==> src/rtl/mcu_pkg.sv <==
// mcu_pkg: shared types and constants for the RC4-decrypt + Sobel control unit.
//   - mcu_state_t   : controller FSM state encoding
//   - ADDR_W_DEF    : default byte address width of image memory
//   - DIM_W_DEF     : default width of image_width / image_height
//   - MIN_DIM       : smallest width/height the Sobel pass can work on
//   - is_wait_state : states in which the optional watchdog (MCU_TIMEOUT_EN) counts
package mcu_pkg;

   localparam int ADDR_W_DEF = 20;
   localparam int DIM_W_DEF  = 12;
   localparam int MIN_DIM    = 3;

   typedef enum logic [3:0] {
      IDLE,
      KEY_INIT,
      KEY_WAIT,
      RD,
      KS,
      WR,
      SOB_START,
      SOB_WAIT,
      DONE,
      ERR
   } mcu_state_t;

   // States that sit waiting on an external agent.
   function automatic logic is_wait_state(input mcu_state_t s);
      return (s == KEY_WAIT) || (s == RD) || (s == KS) ||
             (s == WR) || (s == SOB_WAIT);
   endfunction

endpackage

==> src/rtl/mcu_addr_gen.sv <==
// mcu_addr_gen: pixel index / Sobel row counters and the two byte-address adders.
// Ports:
//   clk, rst          : clock, synchronous active-high reset
//   idx_clr, idx_inc  : clear / advance the pixel index (clear wins)
//   row_init, row_inc : load row=1 / advance the Sobel row (init wins)
//   src, dec_base     : encrypted-image base and decrypted-buffer base
//   idx, row          : current counter values
//   rd_addr, wr_addr  : src+idx and dec_base+idx, wrapping modulo 2^ADDR_W
module mcu_addr_gen
   import mcu_pkg::*;
#(
   parameter int ADDR_W = ADDR_W_DEF,
   parameter int DIM_W  = DIM_W_DEF,
   parameter int CNT_W  = 2 * DIM_W
) (
   input  logic              clk,
   input  logic              rst,
   input  logic              idx_clr,
   input  logic              idx_inc,
   input  logic              row_init,
   input  logic              row_inc,
   input  logic [ADDR_W-1:0] src,
   input  logic [ADDR_W-1:0] dec_base,
   output logic [CNT_W-1:0]  idx,
   output logic [DIM_W-1:0]  row,
   output logic [ADDR_W-1:0] rd_addr,
   output logic [ADDR_W-1:0] wr_addr
);

   logic [CNT_W-1:0] idx_q, idx_d;
   logic [DIM_W-1:0] row_q, row_d;

   always_comb begin
      idx_d = idx_q;
      if (idx_clr) begin
         idx_d = '0;
      end else if (idx_inc) begin
         idx_d = idx_q + CNT_W'(1);
      end
      row_d = row_q;
      if (row_init) begin
         row_d = DIM_W'(1);
      end else if (row_inc) begin
         row_d = row_q + DIM_W'(1);
      end
   end

   always_ff @(posedge clk) begin
      if (rst) begin
         idx_q <= '0;
         row_q <= '0;
      end else begin
         idx_q <= idx_d;
         row_q <= row_d;
      end
   end

   assign idx     = idx_q;
   assign row     = row_q;
   // Truncating the index is the intended modulo-2^ADDR_W wrap.
   assign rd_addr = src + ADDR_W'(idx_q);
   assign wr_addr = dec_base + ADDR_W'(idx_q);

endmodule

==> src/rtl/mcu_controller.sv <==
// mcu_controller: control unit for the RC4-decrypt + Sobel pipeline.
// Pass 1 reads each encrypted byte, XORs it with one RC4 keystream byte and
// writes the plaintext into a buffer placed right after the source image.
// Pass 2 starts the Sobel engine once per interior row.
// Ports:
//   clk, rst                        : clock, synchronous active-high reset
//   start, image_*                  : job request and image configuration
//   process_complete, error, busy   : status back to the AHB slave
//   rc4_key/rc4_key_out, rc4_init,
//   rc4_ready, ks_*                 : RC4 core interface
//   mem_*                           : byte memory port
//   sobel_*                         : Sobel engine interface
//   dbg_state                       : current FSM state, for observation only
// Handshakes: every request (mem_req, ks_req) is a level held with stable
// address/data until its completion (mem_ack/mem_error, ks_valid); a
// completion in the very cycle the request first rises is accepted.
// Optional: define MCU_TIMEOUT_EN to add a watchdog that aborts to ERR after
// TIMEOUT_CYC cycles spent in one waiting state.
module mcu_controller
   import mcu_pkg::*;
#(
   parameter int          ADDR_W      = ADDR_W_DEF,
   parameter int          DIM_W       = DIM_W_DEF,
   parameter int unsigned TIMEOUT_CYC = 1024
) (
   input  logic              clk,
   input  logic              rst,
   input  logic              start,
   input  logic [31:0]       rc4_key,
   input  logic [DIM_W-1:0]  image_width,
   input  logic [DIM_W-1:0]  image_height,
   input  logic [ADDR_W-1:0] image_startAddr,
   output logic              process_complete,
   output logic              error,
   output logic              busy,
   output logic              rc4_init,
   output logic [31:0]       rc4_key_out,
   input  logic              rc4_ready,
   output logic              ks_req,
   input  logic              ks_valid,
   input  logic [7:0]        ks_byte,
   output logic              mem_req,
   output logic              mem_write,
   output logic [ADDR_W-1:0] mem_addr,
   output logic [7:0]        mem_wdata,
   input  logic              mem_ack,
   input  logic [7:0]        mem_rdata,
   input  logic              mem_error,
   output logic              sobel_start,
   output logic [DIM_W-1:0]  sobel_row,
   output logic [ADDR_W-1:0] sobel_base,
   input  logic              sobel_done,
   output mcu_state_t        dbg_state
);

   localparam int CNT_W = 2 * DIM_W;

   mcu_state_t        state_q, state_d;
   logic [DIM_W-1:0]  h_q, h_d;
   logic [CNT_W-1:0]  count_q, count_d;
   logic [ADDR_W-1:0] src_q, src_d;
   logic [ADDR_W-1:0] dec_base_q, dec_base_d;
   logic [7:0]        rdata_q, rdata_d;
   logic [7:0]        ks_q, ks_d;

   logic              idx_clr, idx_inc, row_init, row_inc;
   logic [CNT_W-1:0]  idx;
   logic [DIM_W-1:0]  row;
   logic [ADDR_W-1:0] rd_addr, wr_addr;
   logic [CNT_W-1:0]  area;

   assign area = CNT_W'(image_width) * CNT_W'(image_height);

   mcu_addr_gen #(
      .ADDR_W (ADDR_W),
      .DIM_W  (DIM_W),
      .CNT_W  (CNT_W)
   ) u_addr_gen (
      .clk      (clk),
      .rst      (rst),
      .idx_clr  (idx_clr),
      .idx_inc  (idx_inc),
      .row_init (row_init),
      .row_inc  (row_inc),
      .src      (src_q),
      .dec_base (dec_base_q),
      .idx      (idx),
      .row      (row),
      .rd_addr  (rd_addr),
      .wr_addr  (wr_addr)
   );

`ifdef MCU_TIMEOUT_EN
   logic [31:0] wd_q, wd_d;
   logic        wd_fire;

   // Fires in the cycle the count reaches TIMEOUT_CYC-1, so ERR is entered
   // exactly TIMEOUT_CYC cycles after the waiting state was entered.
   assign wd_fire = is_wait_state(state_q) && (wd_q == TIMEOUT_CYC - 1);

   always_comb begin
      wd_d = '0;
      if ((state_d == state_q) && is_wait_state(state_q)) begin
         wd_d = wd_q + 32'd1;
      end
   end

   always_ff @(posedge clk) begin
      if (rst) begin
         wd_q <= '0;
      end else begin
         wd_q <= wd_d;
      end
   end
`endif

   // Next-state and datapath register updates.
   always_comb begin
      state_d    = state_q;
      h_d        = h_q;
      count_d    = count_q;
      src_d      = src_q;
      dec_base_d = dec_base_q;
      rdata_d    = rdata_q;
      ks_d       = ks_q;
      idx_clr    = 1'b0;
      idx_inc    = 1'b0;
      row_init   = 1'b0;
      row_inc    = 1'b0;
      case (state_q)
         IDLE: begin
            if (start) begin
               h_d        = image_height;
               count_d    = area;
               src_d      = image_startAddr;
               dec_base_d = image_startAddr + ADDR_W'(area);
               idx_clr    = 1'b1;
               if ((image_width < DIM_W'(MIN_DIM)) || (image_height < DIM_W'(MIN_DIM))) begin
                  state_d = ERR;
               end else begin
                  state_d = KEY_INIT;
               end
            end
         end
         KEY_INIT: state_d = KEY_WAIT;
         KEY_WAIT: begin
            if (rc4_ready) begin
               idx_clr = 1'b1;
               state_d = RD;
            end
         end
         RD: begin
            // A simultaneous error beats the ack.
            if (mem_error) begin
               state_d = ERR;
            end else if (mem_ack) begin
               rdata_d = mem_rdata;
               state_d = KS;
            end
         end
         KS: begin
            if (ks_valid) begin
               ks_d    = ks_byte;
               state_d = WR;
            end
         end
         WR: begin
            if (mem_error) begin
               state_d = ERR;
            end else if (mem_ack) begin
               idx_inc = 1'b1;
               if ((idx + CNT_W'(1)) == count_q) begin
                  row_init = 1'b1;
                  state_d  = SOB_START;
               end else begin
                  state_d = RD;
               end
            end
         end
         SOB_START: state_d = SOB_WAIT;
         SOB_WAIT: begin
            if (sobel_done) begin
               row_inc = 1'b1;
               // Interior rows are 1 .. H-2.
               if ((row + DIM_W'(1)) == (h_q - DIM_W'(1))) begin
                  state_d = DONE;
               end else begin
                  state_d = SOB_START;
               end
            end
         end
         DONE:    state_d = IDLE;
         ERR:     state_d = IDLE;
         default: state_d = IDLE;
      endcase
`ifdef MCU_TIMEOUT_EN
      if (wd_fire) begin
         state_d = ERR;
      end
`endif
   end

   // Outputs are pure functions of the state register, so reset clears them.
   always_comb begin
      busy             = (state_q != IDLE);
      rc4_init         = (state_q == KEY_INIT);
      ks_req           = (state_q == KS);
      mem_req          = (state_q == RD) || (state_q == WR);
      mem_write        = (state_q == WR);
      mem_addr         = '0;
      mem_wdata        = '0;
      sobel_start      = (state_q == SOB_START);
      sobel_row        = '0;
      sobel_base       = '0;
      process_complete = (state_q == DONE);
      error            = (state_q == ERR);
      if (state_q == RD) begin
         mem_addr = rd_addr;
      end else if (state_q == WR) begin
         mem_addr  = wr_addr;
         mem_wdata = rdata_q ^ ks_q;
      end
      if (state_q == SOB_START) begin
         sobel_row  = row;
         sobel_base = dec_base_q;
      end
   end

   assign rc4_key_out = rc4_key;
   assign dbg_state   = state_q;

   always_ff @(posedge clk) begin
      if (rst) begin
         state_q    <= IDLE;
         h_q        <= '0;
         count_q    <= '0;
         src_q      <= '0;
         dec_base_q <= '0;
         rdata_q    <= '0;
         ks_q       <= '0;
      end else begin
         state_q    <= state_d;
         h_q        <= h_d;
         count_q    <= count_d;
         src_q      <= src_d;
         dec_base_q <= dec_base_d;
         rdata_q    <= rdata_d;
         ks_q       <= ks_d;
      end
   end

endmodule
==> config.mk <==
export PLATFORM = sky130hd
export DESIGN_NAME = mcu_controller
export DESIGN_NICKNAME = d
export VERILOG_FILES = /design/src/rtl/mcu_pkg.sv /design/src/rtl/mcu_addr_gen.sv /design/src/rtl/mcu_controller.sv
export SDC_FILE = /design/constraint.sdc
export NUM_CORES = 1
export LEC_CHECK = 0
export CORE_MARGIN = 5
export CORE_UTILIZATION = 55
export CTS_CLUSTER_SIZE = 14
export DETAILED_ROUTE_END_ITERATION = 12
export PLACE_DENSITY = 0.8
export SLEW_MARGIN = 20
export SYNTH_ARGS = -nofsm -noshare
export SYNTH_HDL_FRONTEND = slang
export SYNTH_SLANG_ARGS = --single-unit
==> constraint.sdc <==
create_clock -name clk -period 8.25 [get_ports clk]
set_input_delay 1.65 -clock clk [delete_from_list [all_inputs] [get_ports clk]]
set_output_delay 1.65 -clock clk [all_outputs]
set_load 0.005 [all_outputs]
==> impl_results.md, run 1 <==
- Status: completed
- CTS tree: done
- Vias in the first global route: 13000
- Antenna violations before repair: 1
- Hold Buf Count CTS: 0
- Post-DP HPWL: 31.0 mm
- Depth of the CTS H-tree: 4
- Post-Place Worst Slack: -88.6 ps
- Die Wd: 172 um
- Netlist Area Pre-Place: 14500 um^2
- Via density: 5.76
- Termination of the worst setup path: dec_base_q[19]
- Top FF cell, synth: dfxtp_1
- Final Skew: 19.1 ps
- CTS buffer count: 17
- Critical path class: in -> reg
- Setup crit end kind: flip-flop
- Vias: 13200
- DRC errors left: 0
- Share of cells above drive strength 1: 0.0505
- Worst EP required: 8580 ps
- Max Transition Viols Final: 0
- Crit path from: image_width[6]
- Pleak: 7.14 nW
- Max-cap viol count: 0
- Worst r2r src: u_addr_gen.idx[4]
- DR iter-0 viols: 1135
- # nets final: 2274
- Worst Path Arrival: 8220 ps
- Post-CTS sizing: 0
- R2R setup slack: 5200 ps
- Final RePlAce weighted congestion: 0.906
- Fin. Hold Viols: 0
- Clock transition at the registers of the reported paths: 60 ps
- # Post-CTS Setup Buffers: 0
- Clock Power Share: 0.124
- Final WL: 39.1 mm
- Cell Rows: 59
- GRT Overall Usage: 0.267
- Clock sink total: 132
- Fmax: 0.127 GHz
- Final antenna-violating net count: 0
- Max VDD drop: 0.271 mV
- Setup_tns: 0 ps
- Critical Path Fanout Max: 7
- Clock Tree Buf Depth: 2
- Power Density: 354 nW/um^2
- Post-synth EDFFs: 0
- Clock root buffer: clkbuf_16
- Remaining global-route overflow: 0
- Post-Syn Area per Cell: 7.79 um^2
- Cell-internal power: 2.97 mW
- Final setup violation count: 0
- # IOs: 204
- First drt pass iteration count: 6
- Psw: 2.92 mW
- Gate power share: 0.725
- Cell depth of the worst flop-to-flop path: 8
- Die ar.: 29700 um^2
- Die Ht: 172 um
- Period utilisation layout: 0.956
- Antenna diode count: 0
- Register area share after synthesis: 0.182
- Clock Latency Late Sink: 440 ps
- Synth Instances: 1862
- Core area: 26000 um^2
- Initial Util: 0.558
- R2r endpoint: dbg_state[0]
- Async S/R FF share, synth: 0
- Ys Warns: 0
- Worst hold-check path type: reg -> reg
- Yosys reg bits: 132
- Port Buffers: 139
- Sw frac: 0.496
- Largest net degree at the start of global routing: 98
- Worst setup SP type: input pin
- Slew headroom: 0.302
- Worst-Margin Slew: 1050 ps
- First-pass GRT wire length: 64.5 mm
- Reg power frac: 0.151
- DR WL/cell: 17.0 um
- Synth cell types: 81
- Final Util: 0.639
- Post-route worst setup slack: 360 ps
- RSZ-0062 raised after global routing: no
- Synthesized Nets: 2189
- Synthesis-to-layout area growth: 14.5%
- Min cycle time layout: 7890 ps
per-layer routing:
layer	wire length, um	GRT usage	vias to the layer above
met5	13	0	-
met4	958	0.0789	2
met3	2480	0.0364	76
met2	18800	0.456	453
met1	16800	0.354	6287
li1	-	-	6398
placed cells by master (no fill, tap or decap), drive strengths merged, types with 16 or more instances in the layout:
cell	count
nand2	296
inv	173
a21oi	148
clkdlybuf4s50	138
dfxtp	132
ha	124
nor2	123
fa	103
xnor2	99
and2	97
nand3	63
xor2	50
o21ai	41
buf	39
nor3	29
nor4	17
clkbuf	17
and3	17
a211oi	16
how the worst min path moves through the flow:
stage | start | end | slack [ps] | depth (start not counted)
6_report | src_q[8] | src_q[8] | 460 | 2
5_1_grt | src_q[8] | src_q[8] | 490 | 2
4_1_cts | src_q[13] | src_q[13] | 460 | 2
3_5_place_dp | src_q[13] | src_q[13] | 450 | 2
3_3_place_gp | src_q[8] | src_q[8] | 450 | 2
2_1_floorplan | src_q[0] | src_q[0] | 440 | 2
critical path, cell delays in order:
cell	delay (ps)
clkdlybuf4s50_1	650
nand2_1	140
fa_1	520
fa_1	520
inv_1	50
fa_1	460
fa_1	550
inv_1	50
fa_1	520
inv_1	40
ha_1	200
nor4_1	270
o21ai_0	210
a31o_2	280
a21o_1	200
a31oi_1	280
xnor2_1	170
ha_1	290
a21oi_1	240
nand3_1	90
or3_1	330
nand4_1	120
a21oi_1	70
o41ai_1	290
flip-flops by register name (all words and copies together) (netlist names):
| signal | cells |
|---|---|
| src_q | 20 |
| rdata_q | 8 |
| h_q | 12 |
| u_addr_gen.idx | 24 |
| count_q | 24 |
| ks_q | 8 |
| dbg_state | 4 |
| dec_base_q | 20 |
| u_addr_gen.row | 12 |
synth_stat cells, types with 3 or more instances:
master / count / area (um^2)
inv_1: 163 / 612
and2_1: 96 / 601
nand4_1: 13 / 81.3
a211oi_1: 16 / 120
nor4_1: 17 / 106
a211o_1: 3 / 26.3
nor2_1: 123 / 462
o31ai_1: 10 / 75.1
nand3_1: 62 / 310
and3_1: 16 / 100
or2_2: 4 / 25.0
buf_1: 3 / 11.3
o21bai_1: 10 / 75.1
a21o_1: 14 / 105
fa_1: 103 / 2060
o32ai_1: 4 / 35.0
nand3b_1: 5 / 37.5
nor2b_1: 8 / 50.1
o21ai_0: 40 / 200
a31o_2: 6 / 52.6
nor3_1: 29 / 145
o41ai_1: 5 / 43.8
o21a_1: 15 / 113
nand2b_1: 11 / 68.8
nand2_1: 296 / 1110
o211ai_1: 11 / 82.6
a21oi_1: 148 / 741
ha_1: 124 / 1550
clkbuf_1: 65 / 244
nor3b_1: 6 / 45.0
or4_1: 4 / 30.0
mux2i_1: 12 / 120
a21boi_0: 5 / 37.5
buf_4: 36 / 270
dfxtp_1: 132 / 2640
and4_1: 8 / 70.1
o22ai_1: 14 / 87.6
buf_2: 5 / 25.0
xnor2_1: 99 / 867
or3_1: 14 / 87.6
xor2_1: 50 / 438
a31oi_1: 10 / 62.6
through the flow:
step | hold slack (ps) | power (mW) | area [um^2] | instances
6_report | 463 | 5.88 | 16600 | 2295
5_1_grt | 485 | 6.49 | 16600 | 2295
4_1_cts | 461 | 5.85 | 16600 | 2294
3_5_place_dp | 451 | 5.08 | 16000 | 2262
3_3_place_gp | 449 | 4.93 | 16000 | 2262
2_1_floorplan | 441 | 4.12 | 14500 | 1862
logic make-up (layout without fill, tap and decap cells):
kind of cell	Yosys count	count (layout)	share of synthesized area
xor gates and xnor gates	151	151	0.0931
and+or+nand+nor	728	728	0.241
buffers and inverters	275	373	0.0819
muxes	13	13	0.00906
AOI/OAI and AO/OA	336	336	0.144
DFF	132	132	0.182
adders and majority gates	227	227	0.249
layout make-up:
class | instances | area [um^2]
Multi-Input combinational cell | 1455 | 10700
Inverter | 164 | 616
Clock buffer | 17 | 425
Fill cell | 2287 | 9380
Sequential cell | 132 | 2640
Timing Repair Buffer | 177 | 1680
Tap cell | 335 | 419
Clock inverter | 15 | 135
power by group through the flow:
stage / Clock (mW) / Sequential (mW) / Combinational [mW]
global route: 0.769 / 0.901 / 4.82
CTS: 0.737 / 0.882 / 4.23
detailed placement: 0 / 0.895 / 4.19
finish: 0.730 / 0.887 / 4.27
global placement: 0 / 0.890 / 4.04
floorplan: 0 / 0.840 / 3.28
Note: power is estimated with default switching activity, not from simulation.
==> run 2, diff against run 1 <==
- CAP_MARGIN: default -> 20
==> results of run 2 <==
No change in the layout: final DEF, timing and power equal those of run 1.
